### src/rtl/axi_lite_rd_arbiter_if.sv
// rtl/axi_lite_rd_arbiter_if.sv - AXI-lite read-channel bundle with N parallel AR/R lanes and shared R payload
interface axi_lite_rd_arbiter_if #(
   parameter int N          = 2,
   parameter int ADDR_WIDTH = 8,
   parameter int DATA_WIDTH = 32
);
   logic [N-1:0]            ARVALID;
   logic [N-1:0]            ARREADY;
   logic [N*ADDR_WIDTH-1:0] ARADDR;
   logic [N-1:0]            RVALID;
   logic [N-1:0]            RREADY;
   logic [DATA_WIDTH-1:0]   RDATA;
   logic [1:0]              RRESP;

   modport master (
      output ARVALID, ARADDR, RREADY,
      input  ARREADY, RVALID, RDATA, RRESP
   );

   modport slave (
      input  ARVALID, ARADDR, RREADY,
      output ARREADY, RVALID, RDATA, RRESP
   );
endinterface

### src/rtl/axi_lite_rd_arbiter.sv
// rtl/axi_lite_rd_arbiter.sv - round-robin arbiter sharing one AXI-lite read slave among M masters
// Optional macro AXI_LITE_RD_ARB_PRIO_EN gives master 0 fixed highest priority.
module axi_lite_rd_arbiter #(
   parameter int M          = 2,
   parameter int ADDR_WIDTH = 8,
   parameter int DATA_WIDTH = 32
) (
   input  logic                   ap_clk,
   input  logic                   ap_rst,
   axi_lite_rd_arbiter_if.slave   s_axi,
   axi_lite_rd_arbiter_if.master  m_axi
);
   localparam int PW = (M > 1) ? $clog2(M) : 1;
   localparam logic [M-1:0] ONE_HOT0 = {{(M-1){1'b0}}, 1'b1};

   typedef enum logic [1:0] {ST_IDLE, ST_ADDR, ST_DATA, ST_RESP} state_t;

   state_t                r_state;
   logic [PW-1:0]         r_gnt;
   logic [PW-1:0]         r_ptr;
   logic [ADDR_WIDTH-1:0] r_addr;
   logic [DATA_WIDTH-1:0] r_rdata;
   logic [1:0]            r_rresp;
   logic                  r_m_arvalid;
   logic                  r_m_rready;
   logic [M-1:0]          r_s_rvalid;

   logic                  w_any;
   logic [PW-1:0]         w_win;
   logic [PW-1:0]         w_ptr_next;

`ifdef AXI_LITE_RD_ARB_PRIO_EN
   // Round-robin ring covers masters 1..M-1 only; a zero pointer starts at 1.
   function automatic logic [PW-1:0] f_slot(input logic [PW-1:0] base, input int k);
      int start;
      start = (base == '0) ? 1 : int'(base);
      return PW'(1 + ((start - 1 + k) % (M - 1)));
   endfunction

   always_comb begin
      w_any = 1'b0;
      w_win = '0;
      for (int k = M - 2; k >= 0; k--) begin
         if (s_axi.ARVALID[f_slot(r_ptr, k)]) begin
            w_any = 1'b1;
            w_win = f_slot(r_ptr, k);
         end
      end
      if (s_axi.ARVALID[0]) begin
         w_any = 1'b1;
         w_win = '0;
      end
   end

   always_comb begin
      w_ptr_next = r_ptr;
      if (r_gnt != '0) begin
         w_ptr_next = (r_gnt == PW'(M - 1)) ? PW'(1) : r_gnt + PW'(1);
      end
   end
`else
   function automatic logic [PW-1:0] f_slot(input logic [PW-1:0] base, input int k);
      return PW'((int'(base) + k) % M);
   endfunction

   // Scan backwards so the earliest requester in cyclic order is the last to win.
   always_comb begin
      w_any = 1'b0;
      w_win = '0;
      for (int k = M - 1; k >= 0; k--) begin
         if (s_axi.ARVALID[f_slot(r_ptr, k)]) begin
            w_any = 1'b1;
            w_win = f_slot(r_ptr, k);
         end
      end
   end

   always_comb begin
      w_ptr_next = (r_gnt == PW'(M - 1)) ? '0 : r_gnt + PW'(1);
   end
`endif

   // Grant is combinational so the master sees ARREADY in its request cycle.
   assign s_axi.ARREADY = (!ap_rst && r_state == ST_IDLE && w_any) ? (ONE_HOT0 << w_win) : '0;
   assign s_axi.RVALID  = r_s_rvalid;
   assign s_axi.RDATA   = r_rdata;
   assign s_axi.RRESP   = r_rresp;

   assign m_axi.ARVALID = r_m_arvalid;
   assign m_axi.ARADDR  = r_addr;
   assign m_axi.RREADY  = r_m_rready;

   always_ff @(posedge ap_clk) begin
      if (ap_rst) begin
         r_state     <= ST_IDLE;
         r_ptr       <= '0;
         r_gnt       <= '0;
         r_m_arvalid <= 1'b0;
         r_m_rready  <= 1'b0;
         r_s_rvalid  <= '0;
      end else begin
         case (r_state)
            ST_IDLE: begin
               if (w_any) begin
                  r_addr      <= s_axi.ARADDR[w_win*ADDR_WIDTH +: ADDR_WIDTH];
                  r_gnt       <= w_win;
                  r_m_arvalid <= 1'b1;
                  r_state     <= ST_ADDR;
               end
            end
            ST_ADDR: begin
               if (m_axi.ARREADY[0]) begin
                  r_m_arvalid <= 1'b0;
                  r_m_rready  <= 1'b1;
                  r_state     <= ST_DATA;
               end
            end
            ST_DATA: begin
               if (m_axi.RVALID[0]) begin
                  r_rdata    <= m_axi.RDATA;
                  r_rresp    <= m_axi.RRESP;
                  r_m_rready <= 1'b0;
                  r_s_rvalid <= ONE_HOT0 << r_gnt;
                  r_state    <= ST_RESP;
               end
            end
            ST_RESP: begin
               if (s_axi.RREADY[r_gnt]) begin
                  r_s_rvalid <= '0;
                  r_ptr      <= w_ptr_next;
                  r_state    <= ST_IDLE;
               end
            end
            default: r_state <= ST_IDLE;
         endcase
      end
   end
endmodule

### src/flat_wrapper.sv
// flat-port wrapper written by rule: the top's interface ports become plain ports
module axi_lite_rd_arbiter_flat 
#(
   parameter int M          = 2,
   parameter int ADDR_WIDTH = 8,
   parameter int DATA_WIDTH = 32
)
  (ap_clk, ap_rst, s_axi_ARVALID, s_axi_ARADDR, s_axi_RREADY, s_axi_ARREADY, s_axi_RVALID, s_axi_RDATA, s_axi_RRESP, m_axi_ARVALID, m_axi_ARADDR, m_axi_RREADY, m_axi_ARREADY, m_axi_RVALID, m_axi_RDATA, m_axi_RRESP);
  axi_lite_rd_arbiter_if #(.N(M), .ADDR_WIDTH(ADDR_WIDTH), .DATA_WIDTH(DATA_WIDTH)) s_axi_i ();
  axi_lite_rd_arbiter_if #(.N(1), .ADDR_WIDTH(ADDR_WIDTH), .DATA_WIDTH(DATA_WIDTH)) m_axi_i ();
  input  logic ap_clk;
  input  logic ap_rst;
  input wire logic [$bits(s_axi_i.ARVALID)-1:0] s_axi_ARVALID;
  input wire logic [$bits(s_axi_i.ARADDR)-1:0] s_axi_ARADDR;
  input wire logic [$bits(s_axi_i.RREADY)-1:0] s_axi_RREADY;
  output wire logic [$bits(s_axi_i.ARREADY)-1:0] s_axi_ARREADY;
  output wire logic [$bits(s_axi_i.RVALID)-1:0] s_axi_RVALID;
  output wire logic [$bits(s_axi_i.RDATA)-1:0] s_axi_RDATA;
  output wire logic [$bits(s_axi_i.RRESP)-1:0] s_axi_RRESP;
  output wire logic [$bits(m_axi_i.ARVALID)-1:0] m_axi_ARVALID;
  output wire logic [$bits(m_axi_i.ARADDR)-1:0] m_axi_ARADDR;
  output wire logic [$bits(m_axi_i.RREADY)-1:0] m_axi_RREADY;
  input wire logic [$bits(m_axi_i.ARREADY)-1:0] m_axi_ARREADY;
  input wire logic [$bits(m_axi_i.RVALID)-1:0] m_axi_RVALID;
  input wire logic [$bits(m_axi_i.RDATA)-1:0] m_axi_RDATA;
  input wire logic [$bits(m_axi_i.RRESP)-1:0] m_axi_RRESP;
  assign s_axi_i.ARVALID = s_axi_ARVALID;
  assign s_axi_i.ARADDR = s_axi_ARADDR;
  assign s_axi_i.RREADY = s_axi_RREADY;
  assign s_axi_ARREADY = s_axi_i.ARREADY;
  assign s_axi_RVALID = s_axi_i.RVALID;
  assign s_axi_RDATA = s_axi_i.RDATA;
  assign s_axi_RRESP = s_axi_i.RRESP;
  assign m_axi_ARVALID = m_axi_i.ARVALID;
  assign m_axi_ARADDR = m_axi_i.ARADDR;
  assign m_axi_RREADY = m_axi_i.RREADY;
  assign m_axi_i.ARREADY = m_axi_ARREADY;
  assign m_axi_i.RVALID = m_axi_RVALID;
  assign m_axi_i.RDATA = m_axi_RDATA;
  assign m_axi_i.RRESP = m_axi_RRESP;
  axi_lite_rd_arbiter #(.M(M), .ADDR_WIDTH(ADDR_WIDTH), .DATA_WIDTH(DATA_WIDTH)) u_core (.ap_clk(ap_clk), .ap_rst(ap_rst), .s_axi(s_axi_i), .m_axi(m_axi_i));
endmodule
### config.mk
export PLATFORM = sky130hd
export DESIGN_NAME = axi_lite_rd_arbiter_flat
export DESIGN_NICKNAME = d
export VERILOG_FILES = /design/src/rtl/axi_lite_rd_arbiter_if.sv /design/src/rtl/axi_lite_rd_arbiter.sv /design/src/flat_wrapper.sv
export SDC_FILE = /design/constraint.sdc
export NUM_CORES = 1
export LEC_CHECK = 0
export CORE_MARGIN = 5
export CORE_UTILIZATION = 40
export DETAILED_ROUTE_END_ITERATION = 16
export PLACE_DENSITY = 0.84
export RECOVER_POWER = 50
export SETUP_SLACK_MARGIN = 0.02
export SKIP_LAST_GASP = 1
export SLEW_MARGIN = 40
export SYNTH_ARGS = -nofsm -noshare
export SYNTH_HDL_FRONTEND = slang
export SYNTH_SLANG_ARGS = --single-unit
### constraint.sdc
create_clock -name ap_clk -period 4.4 [get_ports ap_clk]
set_input_delay 0.88 -clock ap_clk [delete_from_list [all_inputs] [get_ports ap_clk]]
set_output_delay 0.88 -clock ap_clk [all_outputs]
set_load 0.05 [all_outputs]
==> impl_metrics.env, run 1 <==
export IMPL_fp_dieW_um=77.8
export IMPL_seq_area_frac_synth_pct=77.2
export IMPL_finalNonFillerCells=280
export IMPL_rsz0062_at_grt="no"
export IMPL_worstSetupEndpointType="output port"
export IMPL_hold_class="reg -> reg"
export IMPL_synthToLayoutAreaGrowth_pct=69.4
export IMPL_insertion_delay_ps=290
export IMPL_cts_hold_buf=0
export IMPL_final_setup_viol_count=0
export IMPL_synth_cell_area_sq_um=1840
export IMPL_fp_coreArea_sq_um=4410
export IMPL_cts_setup_buffers=0
export IMPL_synthDistinctLibCells=22
export IMPL_drc_errors=0
export IMPL_ir_worst_vdd_mv=0.306
export IMPL_syn_instance_count=114
export IMPL_cp_required_ps=3520
export IMPL_root_buffer="clkbuf_8"
export IMPL_dieArea_sq_um=6060
export IMPL_place_congestion=0.740
export IMPL_antenna_found_initial=0
export IMPL_clkTransAtPathRegs_ps=80
export IMPL_cp_start_kind="input pin"
export IMPL_grt_use_total_pct=14.4
export IMPL_cts_resized=0
export IMPL_fin_crit_sh_pct=77.6
export IMPL_powerDensity_nw_per_um2=461
export IMPL_grt_pass1_vias=1273
export IMPL_drv_cap=0
export IMPL_max_freq_ghz=0.293
export IMPL_firstDrtPassIters=4
export IMPL_fin_tns_setup_ps=0
export IMPL_ys_seq_elements=50
export IMPL_nNetsFinal=289
export IMPL_regArea_sq_um=1420
export IMPL_synth_fp_nets=176
export IMPL_multi_input_area_sq_um=390
export IMPL_drt_total_wl_mm=4.41
export IMPL_syn_area_per_cell_sq_um=16.1
export IMPL_routed_via_count=1310
export IMPL_grt_pass1_wl_mm=6.82
export IMPL_rows=24
export IMPL_placedCellCount=271
export IMPL_start_util_pct=41.7
export IMPL_leakage_nw=1.12
export IMPL_grt_overflow_total=0
export IMPL_hpwl_mm=3.62
export IMPL_fillers=315
export IMPL_via_per_inst=4.68
export IMPL_path_max_fanout=12
export IMPL_timing_max_slew_rel_slack_pct=14.3
export IMPL_layout_min_cycle_time_ps=3420
export IMPL_ios=106
export IMPL_cts_made_buffers=5
export IMPL_drv_slew=0
export IMPL_wire_per_inst_um=15.8
export IMPL_critical_path_class="in -> out"
export IMPL_cts_tree="yes"
export IMPL_ant_nets=0
export IMPL_die_y_um=77.8
export IMPL_final_area_sq_um=3120
export IMPL_cts_htree_levels=2
export IMPL_placement_io_buffers=105
export IMPL_tightest_slew_ps=1280
export IMPL_place_area_sq_um=2980
export IMPL_n_antenna_cell=0
export IMPL_clk_path_buf_depth=2
export IMPL_status="finished, final reports clean"
export IMPL_cp_arrival_ps=2540
export IMPL_drtIter0Drc=43
export IMPL_layout_drive_gt1_share_pct=7.89
export IMPL_hold_viol=0
export IMPL_clock_sinks=50
export IMPL_ys_warnings_count=0
export IMPL_grt_max_degree=35
export IMPL_skew_ps=3.16
## synthesized netlist by cell type, drive strengths merged
library cell / count / share of area [%]
mux2: 8 / 4.9
a2bb2oi: 1 / 0.48
and3: 1 / 0.34
nand2: 7 / 1.4
a211oi: 1 / 0.68
nand2b: 3 / 1.0
mux2i: 4 / 2.2
nor4: 1 / 0.34
o311ai: 1 / 0.48
a21oi: 6 / 1.6
edfxtp: 42 / 69
ha: 4 / 2.7
nor2b: 3 / 1.0
clkbuf: 1 / 0.20
buf: 1 / 0.27
o21a: 1 / 0.41
and2: 1 / 0.34
inv: 4 / 0.82
nor3: 2 / 0.54
dfxtp: 8 / 8.7
nor2: 12 / 2.4
o21ai: 2 / 0.54
## area by class of cell
class	count	share of cell area [%]
repair buffers	108	35.1
flip-flops and latches	50	45.6
clock inverters	3	2.05
multi-input cells	58	12.5
clock buffers	5	2.21
inverters	4	0.482
well taps	52	2.09
## layout by cell type (no fill, tap or decap), types with 2 or more instances in the layout
cell	instances
mux2_2	8
bufinv_16	2
dfxtp_1	8
nor2_1	12
inv_1	4
nand2_1	7
dlygate4sd3_1	38
nand2b_1	3
nor3_1	2
a21oi_1	6
clkbuf_8	5
o21ai_0	2
edfxtp_1	42
nor2b_1	3
mux2i_1	4
clkdlybuf4s50_1	65
clkbuf_1	2
ha_1	4
## where the power goes
| group | internal [mW] | leakage, nW | switching, mW |
|---|---|---|---|
| combinational | 0.184 | 0.608 | 0.277 |
| sequential | 0.579 | 0.447 | 0.0303 |
| clock | 0.225 | 0.0658 | 0.142 |
| total | 0.988 | 1.12 | 0.449 |
## cells by family after synthesis
kind of cell / share of synthesized area (%)
AOI/OAI and AO/OA: 4.22
adders and majority gates: 2.72
buffers and inverters: 1.29
DFF: 77.2
muxes: 7.07
and+or+nand+nor: 7.48
## per-stage QoR
step	utilization (%)	hold slack (ps)	power, mW	worst slack (ps)
final	70.6	501	1.44	985
after global placement	67.5	470	1.08	1230
after global routing	70.6	564	1.50	815
after CTS	70.5	513	1.46	1220
after detailed placement	67.5	492	1.09	1220
after floorplan	-	472	0.910	883
## critical path: stages
cell and delay (ps):
dlygate4sd3_1 680, nor3_1 210, clkbuf_1 370, and2_1 240, buf_12 150
## layer usage
layer	wire, um	vias up	global-route usage (%)
li1	-	641	-
met1	1930	585	18.9
met2	2000	82	23.1
met3	470	2	5.79
met4	12	0	2.06
met5	0	-	0
## sequential cells by signal, summed over array words and instances, names as in the netlist, 2 cells and up
name,count
u_core.s_axi.RVALID,2
u_core.r_state,2
u_core.s_axi.RDATA,32
u_core.s_axi.RRESP,2
u_core.m_axi.ARADDR,8
## final timing paths
kind         slack (ps)            startpoint                     to  depth (start not counted)
min reg2reg         500  u_core.m_axi.ARVALID   u_core.m_axi.ARVALID                          2
max reg2reg        2140     u_core.r_state[0]  u_core.s_axi.RDATA[6]                          5
max                 980                ap_rst       s_axi_ARREADY[0]                          5
min                 500  u_core.m_axi.ARVALID   u_core.m_axi.ARVALID                          2
No activity file was read; power rests on OpenSTA's default activity.
==> run 2, diff against run 1 <==
--- a/config.mk
+++ b/config.mk
@@ -6,9 +6,9 @@
 export NUM_CORES = 1
 export LEC_CHECK = 0
 export CORE_MARGIN = 5
-export CORE_UTILIZATION = 40
+export CORE_UTILIZATION = 37
 export DETAILED_ROUTE_END_ITERATION = 16
-export PLACE_DENSITY = 0.84
+export PLACE_DENSITY = 0.78
 export RECOVER_POWER = 50
 export SETUP_SLACK_MARGIN = 0.02
 export SKIP_LAST_GASP = 1
==> constraint.sdc (replaced) <==
create_clock -name ap_clk -period 3.15 [get_ports ap_clk]
set_input_delay 0.63 -clock ap_clk [delete_from_list [all_inputs] [get_ports ap_clk]]
set_output_delay 0.63 -clock ap_clk [all_outputs]
set_load 0.05 [all_outputs]
==> impl_metrics.env, run 2 (synthesized netlist as in run 1, its figures left out) <==
export IMPL_tightest_slew_ps=799
export IMPL_clkTransAtPathRegs_ps=90
export IMPL_clock_sinks=50
export IMPL_nNetsFinal=290
export IMPL_synthToLayoutAreaGrowth_pct=68.6
export IMPL_path_delay_family="buffers and inverters"
export IMPL_fp_dieW_um=80.5
export IMPL_drc_errors=0
export IMPL_drv_slew=0
export IMPL_grt_pass1_wl_mm=6.42
export IMPL_cts_setup_buffers=0
export IMPL_hold_viol=0
export IMPL_layout_min_cycle_time_ps=2470
export IMPL_largest_reg_flops=32
export IMPL_grt_pass1_vias=1341
export IMPL_path_cells="dlygate4sd3_1 > nor2_1 > nor3_1 > and2_1 > buf_12"
export IMPL_holdWs_ps=490
export IMPL_ant_nets=0
export IMPL_grt_max_degree=35
export IMPL_via_per_inst=4.49
export IMPL_r2r_start="u_core.r_state[0]"
export IMPL_path_max_fanout=4
export IMPL_drtIter0Drc=53
export IMPL_ios=106
export IMPL_place_congestion=0.710
export IMPL_routed_via_count=1329
export IMPL_final_setup_viol_count=0
export IMPL_clk_path_buf_depth=2
export IMPL_max_freq_ghz=0.406
export IMPL_insertion_delay_ps=300
export IMPL_dieArea_sq_um=6490
export IMPL_grt_overflow_total=0
export IMPL_rsz0062_at_grt="no"
export IMPL_die_y_um=80.5
export IMPL_cp_start_kind="input pin"
export IMPL_root_buffer="clkbuf_8"
export IMPL_cts_hold_buf=0
export IMPL_timing_max_slew_rel_slack_pct=46.7
export IMPL_cp_slowest_stage_delay_ps=580
export IMPL_drt_total_wl_mm=4.26
export IMPL_min_delay_start="u_core.m_axi.ARVALID"
export IMPL_pre_cts_slack_ps=690
export IMPL_leakage_nw=1.10
export IMPL_worstSetupEndpointType="output port"
export IMPL_cts_htree_levels=2
export IMPL_drv_cap=0
export IMPL_ir_worst_vdd_mv=0.425
export IMPL_cts_made_buffers=5
export IMPL_wire_per_inst_um=14.4
export IMPL_fin_util_pct=64.8
export IMPL_antenna_found_initial=0
export IMPL_grt_use_total_pct=13.3
export IMPL_placement_io_buffers=105
export IMPL_fin_crit_sh_pct=78.3
export IMPL_start_util_pct=38.5
export IMPL_cp_arrival_ps=1840
export IMPL_cp_required_ps=2520
export IMPL_cts_resized=0
export IMPL_final_common_cell="clkdlybuf4s50_1"
export IMPL_rows=25
export IMPL_hpwl_mm=3.41
export IMPL_layout_drive_gt1_share_pct=8.30
export IMPL_timing_final_ws_setup_ps=685
export IMPL_crit_start="s_axi_ARVALID[1]"
export IMPL_path_buf_inv=2
export IMPL_n_antenna_cell=0
export IMPL_critical_path_class="in -> out"
export IMPL_fin_tns_setup_ps=0
export IMPL_fp_coreArea_sq_um=4790
export IMPL_layout_common_cells="clkdlybuf4s50_1 (66), edfxtp_1 (42), dlygate4sd3_1 (37), nor2_1 (11)"
export IMPL_powerDensity_nw_per_um2=623
export IMPL_firstDrtPassIters=4
export IMPL_status="finished, final reports clean"
export IMPL_cts_tree="yes"
export IMPL_cp_slowest_cell="dlygate4sd3_1"
export IMPL_skew_ps=5.18
export IMPL_hold_class="reg -> reg"
-- run 2: worst paths after layout --
| kind | endpoint | slack, ps | cells past startpoint |
|---|---|---|---|
| setup / recovery | s_axi_ARREADY[0] | 680 | 5 |
| hold / removal | u_core.m_axi.ARVALID | 490 | 2 |
| setup reg to reg | u_core.s_axi.RDATA[30] | 1270 | 5 |
| hold reg to reg | u_core.m_axi.ARVALID | 490 | 2 |
-- run 2: tightest hold or removal path: stages, from the launching register on --
cell and delay [ps]:
dfxtp_1 340, nand2_1 60, a21oi_1 50
-- run 2: layout make-up --
cell class	count	area, sq um
Sequential cell	50	1420
Inverter	4	15.0
Clock inverter	2	37.5
Multi-Input combinational cell	58	398
Fill cell	376	1680
Tap cell	67	83.8
Timing Repair Buffer	109	1070
Clock buffer	6	72.6
-- run 2: layer usage --
metal | vias to the layer above | track usage (%) | share of wire, %
met4 | 0 | 4.05 | 1.2
met5 | - | 0 | 0
met3 | 5 | 7.62 | 14
met1 | 595 | 14.3 | 39
li1 | 643 | - | -
met2 | 86 | 22.1 | 45
-- run 2: where the power goes --
| part | leakage (nW) | internal, mW | switching [mW] | total [mW] |
|---|---|---|---|---|
| Sequential | 0.447 | 0.809 | 0.0424 | 0.851 |
| Clock | 0.0514 | 0.237 | 0.201 | 0.438 |
| Combinational | 0.602 | 0.254 | 0.390 | 0.645 |
-- run 2: stage by stage --
stage	instances	area, sq um	total power, mW
finish	296	3100	1.93
detailed placement	288	3010	1.53
global placement	288	3010	1.52
CTS	296	3120	1.97
floorplan	114	1840	1.27
global route	296	3100	2.04
==> run 3, diff against run 2 <==
--- a/config.mk
+++ b/config.mk
@@ -6,9 +6,9 @@
 export NUM_CORES = 1
 export LEC_CHECK = 0
 export CORE_MARGIN = 5
-export CORE_UTILIZATION = 37
+export CORE_UTILIZATION = 34
 export DETAILED_ROUTE_END_ITERATION = 16
-export PLACE_DENSITY = 0.78
+export PLACE_DENSITY = 0.76
 export RECOVER_POWER = 50
 export SETUP_SLACK_MARGIN = 0.02
 export SKIP_LAST_GASP = 1
==> constraint.sdc (replaced) <==
create_clock -name ap_clk -period 2.2 [get_ports ap_clk]
set_input_delay 0.44 -clock ap_clk [delete_from_list [all_inputs] [get_ports ap_clk]]
set_output_delay 0.44 -clock ap_clk [all_outputs]
set_load 0.05 [all_outputs]
==> impl_metrics.env, run 3 (synthesized netlist as in run 1, its figures left out) <==
export IMPL_status="finished, final reports clean"
export IMPL_cp_arrival_ps=2020
export IMPL_rr_endpoint="u_core.s_axi.RDATA[25]"
export IMPL_final_setup_viol_count=0
export IMPL_fp_coreArea_sq_um=5170
export IMPL_rsz0062_at_grt="no"
export IMPL_largest_reg_flops=32
export IMPL_worstRegToRegCells=5
export IMPL_grt_pass1_wl_mm=7.04
export IMPL_place_area_sq_um=3030
export IMPL_hpwl_mm=3.65
export IMPL_fillers=408
export IMPL_start_util_pct=35.6
export IMPL_drtIter0Drc=28
export IMPL_cts_tree="yes"
export IMPL_path_delay_family="buffers and inverters"
export IMPL_skew_ps=6.47
export IMPL_antenna_found_initial=0
export IMPL_min_delay_start="u_core.s_axi.RVALID[0]"
export IMPL_ant_nets=0
export IMPL_final_area_sq_um=3140
export IMPL_n_antenna_cell=0
export IMPL_cts_setup_buffers=0
export IMPL_timing_max_slew_rel_slack_pct=47.7
export IMPL_layout_drive_gt1_share_pct=11.7
export IMPL_dieArea_sq_um=6980
export IMPL_cts_resized=0
export IMPL_clock_sinks=50
export IMPL_max_freq_ghz=0.477
export IMPL_final_common_cell="clkdlybuf4s50_1"
export IMPL_place_congestion=0.745
export IMPL_wire_per_inst_um=15.2
export IMPL_nNetsFinal=292
export IMPL_reg2reg_slack_ps=370
export IMPL_grt_use_total_pct=13.1
export IMPL_critical_path_class="in -> reg"
export IMPL_layout_common_cells="clkdlybuf4s50_1 (68), edfxtp_1 (42), dlygate4sd3_1 (35), nor2_1 (11)"
export IMPL_cp_start_kind="input pin"
export IMPL_r2r_start="u_core.r_state[0]"
export IMPL_die_y_um=83.6
export IMPL_layout_min_cycle_time_ps=2100
export IMPL_path_depth=4
export IMPL_root_buffer="clkbuf_8"
export IMPL_firstDrtPassIters=4
export IMPL_cp_slowest_stage_delay_ps=620
export IMPL_cp_slowest_cell="clkbuf_2"
export IMPL_rows=26
export IMPL_cts_made_buffers=5
export IMPL_clk_path_buf_depth=2
export IMPL_cts_hold_buf=0
export IMPL_ios=106
export IMPL_fin_crit_sh_pct=95.3
export IMPL_hold_path_end="u_core.s_axi.RVALID[0]"
export IMPL_hold_viol=0
export IMPL_placement_io_buffers=105
export IMPL_drc_errors=0
export IMPL_path_cells="dlygate4sd3_1 > clkbuf_2 > nor2_2 > clkbuf_2"
export IMPL_powerDensity_nw_per_um2=886
export IMPL_worst_path_most_repeated_cell="clkbuf_2"
export IMPL_leakage_nw=1.12
export IMPL_path_buf_inv=3
export IMPL_grt_max_degree=35
export IMPL_path_max_fanout=34
export IMPL_ir_worst_vdd_mv=0.496
export IMPL_fp_dieW_um=83.6
export IMPL_tightest_slew_ps=784
export IMPL_cp_required_ps=2130
export IMPL_insertion_delay_ps=290
export IMPL_via_per_inst=4.54
export IMPL_worstSetupEndpointType="flip-flop"
export IMPL_min_path_cells=2
export IMPL_drv_slew=0
export IMPL_fin_tns_setup_ps=0
export IMPL_clkTransAtPathRegs_ps=90
export IMPL_cts_htree_levels=2
export IMPL_drv_cap=0
export IMPL_drt_total_wl_mm=4.57
export IMPL_grt_overflow_total=0
export IMPL_hold_class="reg -> reg"
export IMPL_routed_via_count=1366
export IMPL_synthToLayoutAreaGrowth_pct=70.7
export IMPL_grt_pass1_vias=1323
## run 3: changes by cell type in the layout (fill, tap and decap cells not counted), moves of 2 or more
cell / change
buf_4: +4
clkbuf_1: -3
clkdlybuf4s50_1: +2
dlygate4sd3_1: -2
## run 3: layout make-up
class / instances / area (sq um) / share of cell area (%)
timing repair buffer: 111 / 1100 / 35.0
inverter: 4 / 15.0 / 0.478
sequential: 50 / 1420 / 45.2
tap: 70 / 87.6 / 2.79
multi-input combinational: 58 / 409 / 13.0
clock buffer: 6 / 72.6 / 2.31
clock inverter: 2 / 37.5 / 1.19
## run 3: where the power goes
group	switching (mW)	leakage (nW)	internal, mW
clock	0.286	0.0514	0.339
sequential	0.0605	0.447	1.16
combinational	0.561	0.623	0.380
total	0.907	1.12	1.88
## run 3: layer usage
metal  part of all wire (%)  vias up  track usage [%]  wire, um
met2                     46       79             21.0      2130
li1                       -      647                -         -
met5                      0        -                0         0
met4                    1.5        0             4.82        69
met3                    9.3        5             5.33       426
met1                     43      635             15.8      1950
## run 3: how the worst max path moves through the flow
| stage | startpoint | end | slack, ps |
|---|---|---|---|
| 2_1_floorplan | u_core.r_state[0] | s_axi_ARREADY[1] | 90 |
| 3_3_place_gp | s_axi_ARVALID[0] | s_axi_ARREADY[0] | 70 |
| 3_5_place_dp | s_axi_ARVALID[0] | s_axi_ARREADY[0] | 30 |
| 4_1_cts | s_axi_ARVALID[0] | s_axi_ARREADY[0] | 30 |
| 5_1_grt | u_core.r_state[0] | s_axi_ARREADY[0] | 20 |
| 6_report | ap_rst | u_core.s_axi.RDATA[25] | 100 |
## run 3: worst register-to-register path, stage by stage, from the launching register on
cell and delay, ps:
dfxtp_1 350, inv_1 90, ha_1 230, nand2_1 90
nor2_2 80, clkbuf_2 620
## run 3: per-stage QoR
step / worst slack (ps) / power, mW / hold WS, ps / cells / utilization, %
3_5_place_dp: 31.4 / 2.20 / 483 / 291 / 58.7
4_1_cts: 32.9 / 2.83 / 508 / 299 / 60.8
5_1_grt: 22.1 / 2.93 / 539 / 301 / 60.7
2_1_floorplan: 93.9 / 1.83 / 472 / 114 / -
3_3_place_gp: 65.8 / 2.18 / 469 / 291 / 58.7
6_report: 104 / 2.78 / 510 / 301 / 60.7
